`src/rtl/pipeline_control_unit_if.sv`:
```
// Pipeline control bundle.
//   master : hazard/branch/memory status toward the control unit (pipeline side)
//   slave  : the control unit; returns stall/flush/freeze controls and counters
interface pipeline_control_unit_if #(
  parameter int CNT_W = 16
);
  // status from the pipeline
  logic             hazard_detected;
  logic             branch_taken;
  logic             mem_r_en;
  logic             mem_w_en;
  logic             sram_ready;
  // controls back to the pipeline
  logic             freeze_if;
  logic             freeze_id;
  logic             bubble_id_exe;
  logic             flush_if_id;
  logic             flush_id_exe;
  logic             freeze_all;
  logic             mem_error;
  logic [CNT_W-1:0] stall_cycles;
  logic [CNT_W-1:0] flush_events;

  modport master (
    output hazard_detected, branch_taken, mem_r_en, mem_w_en, sram_ready,
    input  freeze_if, freeze_id, bubble_id_exe, flush_if_id, flush_id_exe,
           freeze_all, mem_error, stall_cycles, flush_events
  );

  modport slave (
    input  hazard_detected, branch_taken, mem_r_en, mem_w_en, sram_ready,
    output freeze_if, freeze_id, bubble_id_exe, flush_if_id, flush_id_exe,
           freeze_all, mem_error, stall_cycles, flush_events
  );
endinterface

```
`src/rtl/pipeline_control_unit.sv`:
```
// Pipeline control unit: arbitrates memory freezes, branch flushes and RAW
// hazard stalls for a 5-stage pipeline, bounds memory waits with a timeout,
// and keeps saturating stall/flush counters.
//   clk  : single clock, rising edge
//   rst  : synchronous active-high reset
//   bus  : pipeline_control_unit_if.slave (status in, controls/counters out)
// Control outputs are combinational so they act in the same cycle as the
// inputs that cause them.
module pipeline_control_unit #(
  parameter int MEM_TIMEOUT = 255,
  parameter int CNT_W       = 16
) (
  input  logic                    clk,
  input  logic                    rst,
  pipeline_control_unit_if.slave  bus
);

  localparam logic [0:0]       RUN      = 1'b0;
  localparam logic [0:0]       MEM_WAIT = 1'b1;
  localparam logic [9:0]       TIMEOUT  = 10'(MEM_TIMEOUT);
  localparam logic [CNT_W-1:0] CNT_MAX  = '1;

  logic [0:0]       state_q, state_d;
  logic [9:0]       wait_cnt_q, wait_cnt_d;
  logic             mem_error_q, mem_error_d;
  logic [CNT_W-1:0] stall_cycles_q, stall_cycles_d;
  logic [CNT_W-1:0] flush_events_q, flush_events_d;

  logic mem_req;
  logic mem_freeze;
  logic freeze_all, do_flush, do_stall;

  assign mem_req = bus.mem_r_en | bus.mem_w_en;

  // Memory wait FSM. wait_cnt counts cycles already spent frozen on the
  // current request, so freeze_all drops once it reaches MEM_TIMEOUT.
  always_comb begin
    state_d     = state_q;
    wait_cnt_d  = wait_cnt_q;
    mem_error_d = mem_error_q;
    mem_freeze  = 1'b0;
    case (state_q)
      RUN: begin
        if (mem_req && !bus.sram_ready) begin
          mem_freeze = 1'b1;
          wait_cnt_d = 10'd1;
          state_d    = MEM_WAIT;
        end
      end
      MEM_WAIT: begin
        if (bus.sram_ready) begin
          wait_cnt_d = '0;
          state_d    = RUN;
        end else if (wait_cnt_q < TIMEOUT) begin
          mem_freeze = 1'b1;
          wait_cnt_d = wait_cnt_q + 10'd1;
        end else begin
          // abort: release the pipeline and flag the error; it never
          // changes sequencing afterwards
          mem_error_d = 1'b1;
          wait_cnt_d  = '0;
          state_d     = RUN;
        end
      end
      default: begin
        state_d    = RUN;
        wait_cnt_d = '0;
      end
    endcase
  end

  // Priority: memory freeze > branch flush > hazard stall. While frozen the
  // pipeline holds branch/hazard stable, so they are acted on at release.
  always_comb begin
    freeze_all = !rst && mem_freeze;
    do_flush   = !rst && !mem_freeze && bus.branch_taken;
    do_stall   = !rst && !mem_freeze && !bus.branch_taken && bus.hazard_detected;
  end

  assign bus.freeze_all    = freeze_all;
  assign bus.flush_if_id   = do_flush;
  assign bus.flush_id_exe  = do_flush;
  assign bus.freeze_if     = do_stall;
  assign bus.freeze_id     = do_stall;
  assign bus.bubble_id_exe = do_stall;
  assign bus.mem_error     = mem_error_q;
  assign bus.stall_cycles  = stall_cycles_q;
  assign bus.flush_events  = flush_events_q;

  // Saturating performance counters.
  always_comb begin
    stall_cycles_d = stall_cycles_q;
    flush_events_d = flush_events_q;
    if ((freeze_all || do_stall) && stall_cycles_q != CNT_MAX)
      stall_cycles_d = stall_cycles_q + 1'b1;
    if (do_flush && flush_events_q != CNT_MAX)
      flush_events_d = flush_events_q + 1'b1;
  end

  always_ff @(posedge clk) begin
    if (rst) begin
      state_q        <= RUN;
      wait_cnt_q     <= '0;
      mem_error_q    <= 1'b0;
      stall_cycles_q <= '0;
      flush_events_q <= '0;
    end else begin
      state_q        <= state_d;
      wait_cnt_q     <= wait_cnt_d;
      mem_error_q    <= mem_error_d;
      stall_cycles_q <= stall_cycles_d;
      flush_events_q <= flush_events_d;
    end
  end

endmodule

```
`src/flat_wrapper.sv`:
```
// flat-port wrapper written by rule: the top's interface ports become plain ports
module pipeline_control_unit_flat 
#(
  parameter int MEM_TIMEOUT = 255,
  parameter int CNT_W       = 16
)
  (clk, rst, bus_hazard_detected, bus_branch_taken, bus_mem_r_en, bus_mem_w_en, bus_sram_ready, bus_freeze_if, bus_freeze_id, bus_bubble_id_exe, bus_flush_if_id, bus_flush_id_exe, bus_freeze_all, bus_mem_error, bus_stall_cycles, bus_flush_events);
  pipeline_control_unit_if #(.CNT_W(CNT_W)) bus_i ();
  input  logic clk;
  input  logic rst;
  input wire logic [$bits(bus_i.hazard_detected)-1:0] bus_hazard_detected;
  input wire logic [$bits(bus_i.branch_taken)-1:0] bus_branch_taken;
  input wire logic [$bits(bus_i.mem_r_en)-1:0] bus_mem_r_en;
  input wire logic [$bits(bus_i.mem_w_en)-1:0] bus_mem_w_en;
  input wire logic [$bits(bus_i.sram_ready)-1:0] bus_sram_ready;
  output wire logic [$bits(bus_i.freeze_if)-1:0] bus_freeze_if;
  output wire logic [$bits(bus_i.freeze_id)-1:0] bus_freeze_id;
  output wire logic [$bits(bus_i.bubble_id_exe)-1:0] bus_bubble_id_exe;
  output wire logic [$bits(bus_i.flush_if_id)-1:0] bus_flush_if_id;
  output wire logic [$bits(bus_i.flush_id_exe)-1:0] bus_flush_id_exe;
  output wire logic [$bits(bus_i.freeze_all)-1:0] bus_freeze_all;
  output wire logic [$bits(bus_i.mem_error)-1:0] bus_mem_error;
  output wire logic [$bits(bus_i.stall_cycles)-1:0] bus_stall_cycles;
  output wire logic [$bits(bus_i.flush_events)-1:0] bus_flush_events;
  assign bus_i.hazard_detected = bus_hazard_detected;
  assign bus_i.branch_taken = bus_branch_taken;
  assign bus_i.mem_r_en = bus_mem_r_en;
  assign bus_i.mem_w_en = bus_mem_w_en;
  assign bus_i.sram_ready = bus_sram_ready;
  assign bus_freeze_if = bus_i.freeze_if;
  assign bus_freeze_id = bus_i.freeze_id;
  assign bus_bubble_id_exe = bus_i.bubble_id_exe;
  assign bus_flush_if_id = bus_i.flush_if_id;
  assign bus_flush_id_exe = bus_i.flush_id_exe;
  assign bus_freeze_all = bus_i.freeze_all;
  assign bus_mem_error = bus_i.mem_error;
  assign bus_stall_cycles = bus_i.stall_cycles;
  assign bus_flush_events = bus_i.flush_events;
  pipeline_control_unit #(.MEM_TIMEOUT(MEM_TIMEOUT), .CNT_W(CNT_W)) u_core (.clk(clk), .rst(rst), .bus(bus_i));
endmodule
```
`config.mk`:
```
export PLATFORM = sky130hd
export DESIGN_NAME = pipeline_control_unit_flat
export DESIGN_NICKNAME = d
export VERILOG_FILES = /design/src/rtl/pipeline_control_unit_if.sv /design/src/rtl/pipeline_control_unit.sv /design/src/flat_wrapper.sv
export SDC_FILE = /design/constraint.sdc
export NUM_CORES = 1
export LEC_CHECK = 0
export BUFFER_PORTS_ARGS = -buffer_cell sky130_fd_sc_hd__buf_2
export CAP_MARGIN = 0
export CELL_PAD_IN_SITES_DETAIL_PLACEMENT = 2
export CELL_PAD_IN_SITES_GLOBAL_PLACEMENT = 2
export CORE_MARGIN = 2
export CORE_UTILIZATION = 32
export DETAILED_ROUTE_END_ITERATION = 7
export GPL_ROUTABILITY_DRIVEN = 0
export PLACE_DENSITY_LB_ADDON = 0.1
export SLEW_MARGIN = 20
export SYNTH_ARGS = -nofsm -noshare
export SYNTH_HDL_FRONTEND = slang
export SYNTH_SLANG_ARGS = --single-unit
```
`constraint.sdc`:
```
create_clock -name clk -period 3.3 [get_ports clk]
set_clock_uncertainty 0.2 [all_clocks]
set_input_delay 0.66 -clock clk [delete_from_list [all_inputs] [get_ports clk]]
set_output_delay 0.66 -clock clk [all_outputs]
set_load 0.05 [all_outputs]
```
==> results of run 1 <==
## final cells by class
| type | instances | area, um2 |
|---|---|---|
| Timing Repair Buffer | 53 | 285.3 |
| Multi-Input combinational cell | 199 | 1280 |
| Sequential cell | 44 | 880.8 |
| Tap cell | 96 | 120.1 |
| Fill cell | 812 | 4109 |
| Clock inverter | 3 | 46.29 |
| Inverter | 11 | 41.29 |
| Clock buffer | 5 | 68.82 |
## kinds of logic after synthesis
kind of cell,synth area share (%)
compound gates,18.48
buf+inv,4.649
xor+xnor,3.874
fa+ha+maj,1.660
simple gates,27.73
flops,38.96
mux,4.649
## flip-flops by register name, summed over array words and instances, names as in the netlist
signal and cells:
u_core.state_q 1, u_core.bus.mem_error 1, u_core.wait_cnt_q 10, u_core.bus.stall_cycles 16, u_core.bus.flush_events 16
## how the worst max path moves through the flow
stage | start | endpoint | slack, ps | cells past startpoint
after global routing | u_core.wait_cnt_q[0] | bus_freeze_all | 20 | 6
after global placement | bus_sram_ready | u_core.bus.stall_cycles[13] | 300 | 6
after floorplan | rst | bus_freeze_id | 60 | 4
after CTS | u_core.wait_cnt_q[0] | bus_freeze_all | 10 | 6
after detailed placement | bus_sram_ready | u_core.bus.stall_cycles[13] | 280 | 6
final | u_core.wait_cnt_q[0] | bus_freeze_all | 130 | 6
## where the power goes
part	total, mW	switching [mW]	internal (mW)
sequential	0.546	0.00939	0.536
clock	0.431	0.203	0.228
combinational	0.0956	0.0675	0.0282
## Yosys cell counts (4+ instances only)
library cell,instances,area share [%]
xnor2_1,7,2.7
and2_1,6,1.7
a21oi_1,12,2.7
o21ai_0,12,2.7
nand2_1,20,3.3
mux2i_1,6,2.7
nand3_1,14,3.1
a211oi_1,5,1.7
nor2_1,27,4.5
nor4_1,5,1.4
buf_4,4,1.3
dfxtp_1,44,39
nand4_1,14,3.9
inv_1,11,1.8
o41ai_1,4,1.5
nor3_1,7,1.5
nor2b_1,4,1.1
clkbuf_1,9,1.5
## worst max-delay path, cell delays in order, from the launching register on
cell      delay [ps]
dfxtp_1          360
ha_1             260
and4_1           300
a211o_1          330
a211oi_2         300
and2_1           190
buf_2            270
## metal layers
metal	part of all wire [%]	vias to the layer above
met4	1.0	0
met3	2.2	7
li1	-	1084
met5	0	-
met1	49	1117
met2	48	26
## through the flow
step / worst slack (ps) / utilization [%] / instance area (um2) / instances
after detailed placement: 283.4 / 38.10 / 2603 / 403
after floorplan: 64.86 / - / 2261 / 267
after CTS: 14.99 / 39.78 / 2718 / 411
after global routing: 19.29 / 39.85 / 2723 / 411
final: 127.2 / 39.85 / 2723 / 411
after global placement: 302.5 / 38.10 / 2603 / 403
## timing repair
action	CTS	global route
setup endpoints to repair	0	4
hold buffers	0	0
gates resized for setup	0	1
==> run metrics, run 1 <==
Residual DRC=0; Worst Hold Endpoint=u_core.wait_cnt_q[7]; WL/cell=16.35 um; post-DP HPWL=5069 um; Slew Limit Fails=0; Worst R2R Setup Slack=550 ps; Worst-Skew Late Latency=300 ps; measured slew at the worst slew-check pin=761.6 ps; root buffer cell=clkbuf_8; global-route wire length before repair=11490 um; initial antenna violation count=0; gr busiest metal=met2; #FFs+latches synth=44; RR Startpoint=u_core.state_q; Area Overhead vs Synth=20.42%; die width=88.06 um; maxcap violations=0; syn avg cell area=8.468 um2; TritonRoute pass-1 iters=4; CTS tree=yes; P_leak=1.064 nW; period utilization=96.15%; reg-to-reg endpoint=u_core.bus.stall_cycles[13]; status=completed; final wirelength=6718 um; worst hold-check path type=register to register; die height=88.06 um; H-tree Lvls=2; std cell rows=30; Initial Util=33.10%; RSZ-0062 raised after global routing=false; nets=324; post-DR vias/cell=5.436; max frequency=0.3152 GHz; synthesized netlist cell count=267; cells on worst reg2reg path=5; Post-CTS Setup Bufs=0; asr flop ratio synth=0%; CTS buffer count=5; Hold Path Origin=u_core.wait_cnt_q[7]; layout cell share with drive strength beyond 1=23.17%; pwr/cell area=394.1 nW/um2; M2 GR Usage=30.92%; final setup fails=0; Mapped Nets=277; worst-case clock buffer depth=2; Netlist Area Pre-Place=2261 um2; vias in the first global route=2292; clk slew on worst S/H paths=90 ps; Slew HR=48.76%; port bufs=45; most frequent cells in the layout=buf_2, dfxtp_1, nor2_1; post-route ant nets=0; top_reg_cell synth=dfxtp_1; largest net degree at the start of global routing=19; sequential share of the synthesized area=38.96%; kind of end point of the critical path=primary output; Clock Sinks=44; commonest non-fill, non-tap cell in the layout=buf_2; worst path required time=2440 ps; die area=7754 um2; core area=6832 um2; Congestion Overflow GR=0; Synth cell types=48; final hold vios=0; GR Util met3=2.828%; IR drop worst, VDD=182.1 uV; Setup TNS=0 ps; Startpoint Class=register; worst hold margin=280.6 ps; Min-Delay Path Depth=1; Worst Path Max Fanout=6; Ports=46; met1 GRT Util=25.82%; crit path time final=3173 ps; Post-synth EDFFs=0; DRT iter0 DRCs=45; Total GRT Usage=18.67%; crit path DAT=2310 ps; synthesis warning total=0; Design Power=1.073 mW; number of diodes=0; DR vias=2234; WS Path Type=register to primary output
(Power assumes the default switching activity.)
==> inputs of run 2 (changes only) <==
==> constraint.sdc (replaced) <==
create_clock -name clk -period 3.4 [get_ports clk]
set_clock_uncertainty 0.2 [all_clocks]
set_input_delay 0.68 -clock clk [delete_from_list [all_inputs] [get_ports clk]]
set_output_delay 0.68 -clock clk [all_outputs]
set_load 0.05 [all_outputs]
==> run 2 against run 1 <==
Net effect:
- sequential power is 3% lower
- clock-buffer cell count is 1 higher
- combinational power shrank 5.5%
- largest power group unchanged
- critical endpoint unchanged
==> run metrics, run 2 (synthesized netlist as in run 1, its figures left out) <==
initial antenna violation count=0 (unchanged); die width=88.06 um (unchanged); commonest non-fill, non-tap cell in the layout=buf_2; Min-Delay Path Depth=1 (unchanged); Residual DRC=0 (unchanged); period utilization=95.43%; most frequent cells in the layout=buf_2, dfxtp_1, nor2_1; CTS buffer count=5 (unchanged); RSZ-0062 raised after global routing=false; IR drop worst, VDD=220.1 uV (+21%); Clock Sinks=44 (unchanged); kind of end point of the critical path=primary output; pwr/cell area=380.4 nW/um2 (-3.5%); DR vias=2227 (-0.31%); crit path DAT=2360 ps (+50 ps); TritonRoute pass-1 iters=4 (unchanged); WL/cell=16.10 um (-1.5%); fill cell count=815 (+0.37%); layout cell share with drive strength beyond 1=22.29% (-0.88 points); Setup WS pre-CTS=307.7 ps (+24.29 ps); P_leak=1.059 nW (-0.50%); nets=323 (-0.31%); root buffer cell=clkbuf_8; H-tree Lvls=2 (unchanged); Worst-Skew Late Latency=310 ps (about the same); worst path required time=2520 ps (+80 ps); max frequency=0.3082 GHz; Hold Path Origin=u_core.wait_cnt_q[7]; maxcap violations=0 (unchanged); clk slew on worst S/H paths=90 ps (about the same); cells on worst reg2reg path=7 (+2); worst hold-check path type=register to register; Initial Util=33.10% (unchanged); std cell rows=30 (unchanged); die height=88.06 um (unchanged); Area Overhead vs Synth=19.54%; die area=7754 um2 (unchanged); Worst Path Max Fanout=6 (unchanged); Worst Hold Endpoint=u_core.wait_cnt_q[7]; hold-fix buffers at CTS=0 (unchanged); reg-to-reg endpoint=u_core.bus.flush_events[10]; Final Instance Area=2703 um2 (-0.74%); Slew HR=44.82% (-3.9 points); CTS tree=yes; post-CTS sizing=0 (unchanged); number of diodes=0 (unchanged); global-route wire length before repair=11010 um (-4.2%); status=completed; WS Path Type=register to primary output; worst-case clock buffer depth=2 (unchanged); crit path time final=3245 ps; Congestion Overflow GR=0 (unchanged); post-DR vias/cell=5.432 (about the same); Total GRT Usage=18.29% (-0.39 points); Final Worst Setup Slack=155.3 ps (+28.16 ps); Ports=46 (unchanged); Setup TNS=0 ps (unchanged); Slew Limit Fails=0 (unchanged); Worst R2R Setup Slack=620 ps (+70 ps); Design Power=1.028 mW (-4.2%); placed cell area=2595 um2 (-0.29%); largest net degree at the start of global routing=24 (+5); vias in the first global route=2180 (-4.9%); core area=6832 um2 (unchanged); post-DP HPWL=4940 um (-2.5%); final wirelength=6602 um (-1.7%); port bufs=45 (unchanged); post-route ant nets=0 (unchanged); RR Startpoint=u_core.wait_cnt_q[0]; CP startpoint=u_core.wait_cnt_q[0]; Post-CTS Setup Bufs=0 (unchanged); Startpoint Class=register; Util after Layout=39.56% (-0.29 points); DRT iter0 DRCs=73 (+62%); final setup fails=0 (unchanged); measured slew at the worst slew-check pin=820.1 ps (+58.45 ps); final hold vios=0 (unchanged)
==> run 2: cell types whose count changed in the layout (fill, tap and decap cells not counted), sizes merged <==
cell      delta
clkinvlp     -1
buf          -1
clkbuf       +1
inv          -1
clkinv       +1
==> run 2: metrics by stage <==
stage / std cells / hold slack (ps)
after floorplan: 267 / 230.7
after global placement: 402 / 262.1
after detailed placement: 402 / 269.1
after CTS: 410 / 286.0
after global routing: 410 / 323.2
final: 410 / 279.2
==> run 2: layout make-up <==
cell class / instances / area [um2] / share of cell area (%)
clock inverter: 2 / 35.03 / 1.296
sequential: 44 / 880.8 / 32.59
inverter: 11 / 41.29 / 1.528
multi-input combinational: 199 / 1275 / 47.18
clock buffer: 6 / 72.57 / 2.685
tap: 96 / 120.1 / 4.444
timing repair buffer: 52 / 277.8 / 10.28
==> run 2: how the worst max path moves through the flow <==
stage	depth (start not counted)	to	slack (ps)
2_1_floorplan	4	bus_freeze_id	120
4_1_cts	6	bus_freeze_all	120
3_3_place_gp	6	u_core.bus.stall_cycles[13]	350
5_1_grt	6	bus_freeze_all	3
6_report	6	bus_freeze_all	160
3_5_place_dp	6	u_core.bus.stall_cycles[13]	310
==> run 2: where the power goes <==
part	switching, mW	internal [mW]	leakage [nW]
combinational	0.0640	0.0263	0.648
clock	0.190	0.218	0.0552
sequential	0.00837	0.521	0.355
==> run 2: metal layers <==
metal	wire length, um	vias up	track usage [%]
li1	-	1089	-
met1	3077	1098	24.13
met2	3246	32	30.92
met3	198	8	2.828
met4	79	0	5.372
met5	0	-	0
==> run 2: critical path, stage by stage, from the launching register on <==
cell	delay [ps]
dfxtp_1	360
ha_1	260
and4_1	290
a211o_1	320
a211oi_1	370
and2_1	180
buf_2	260
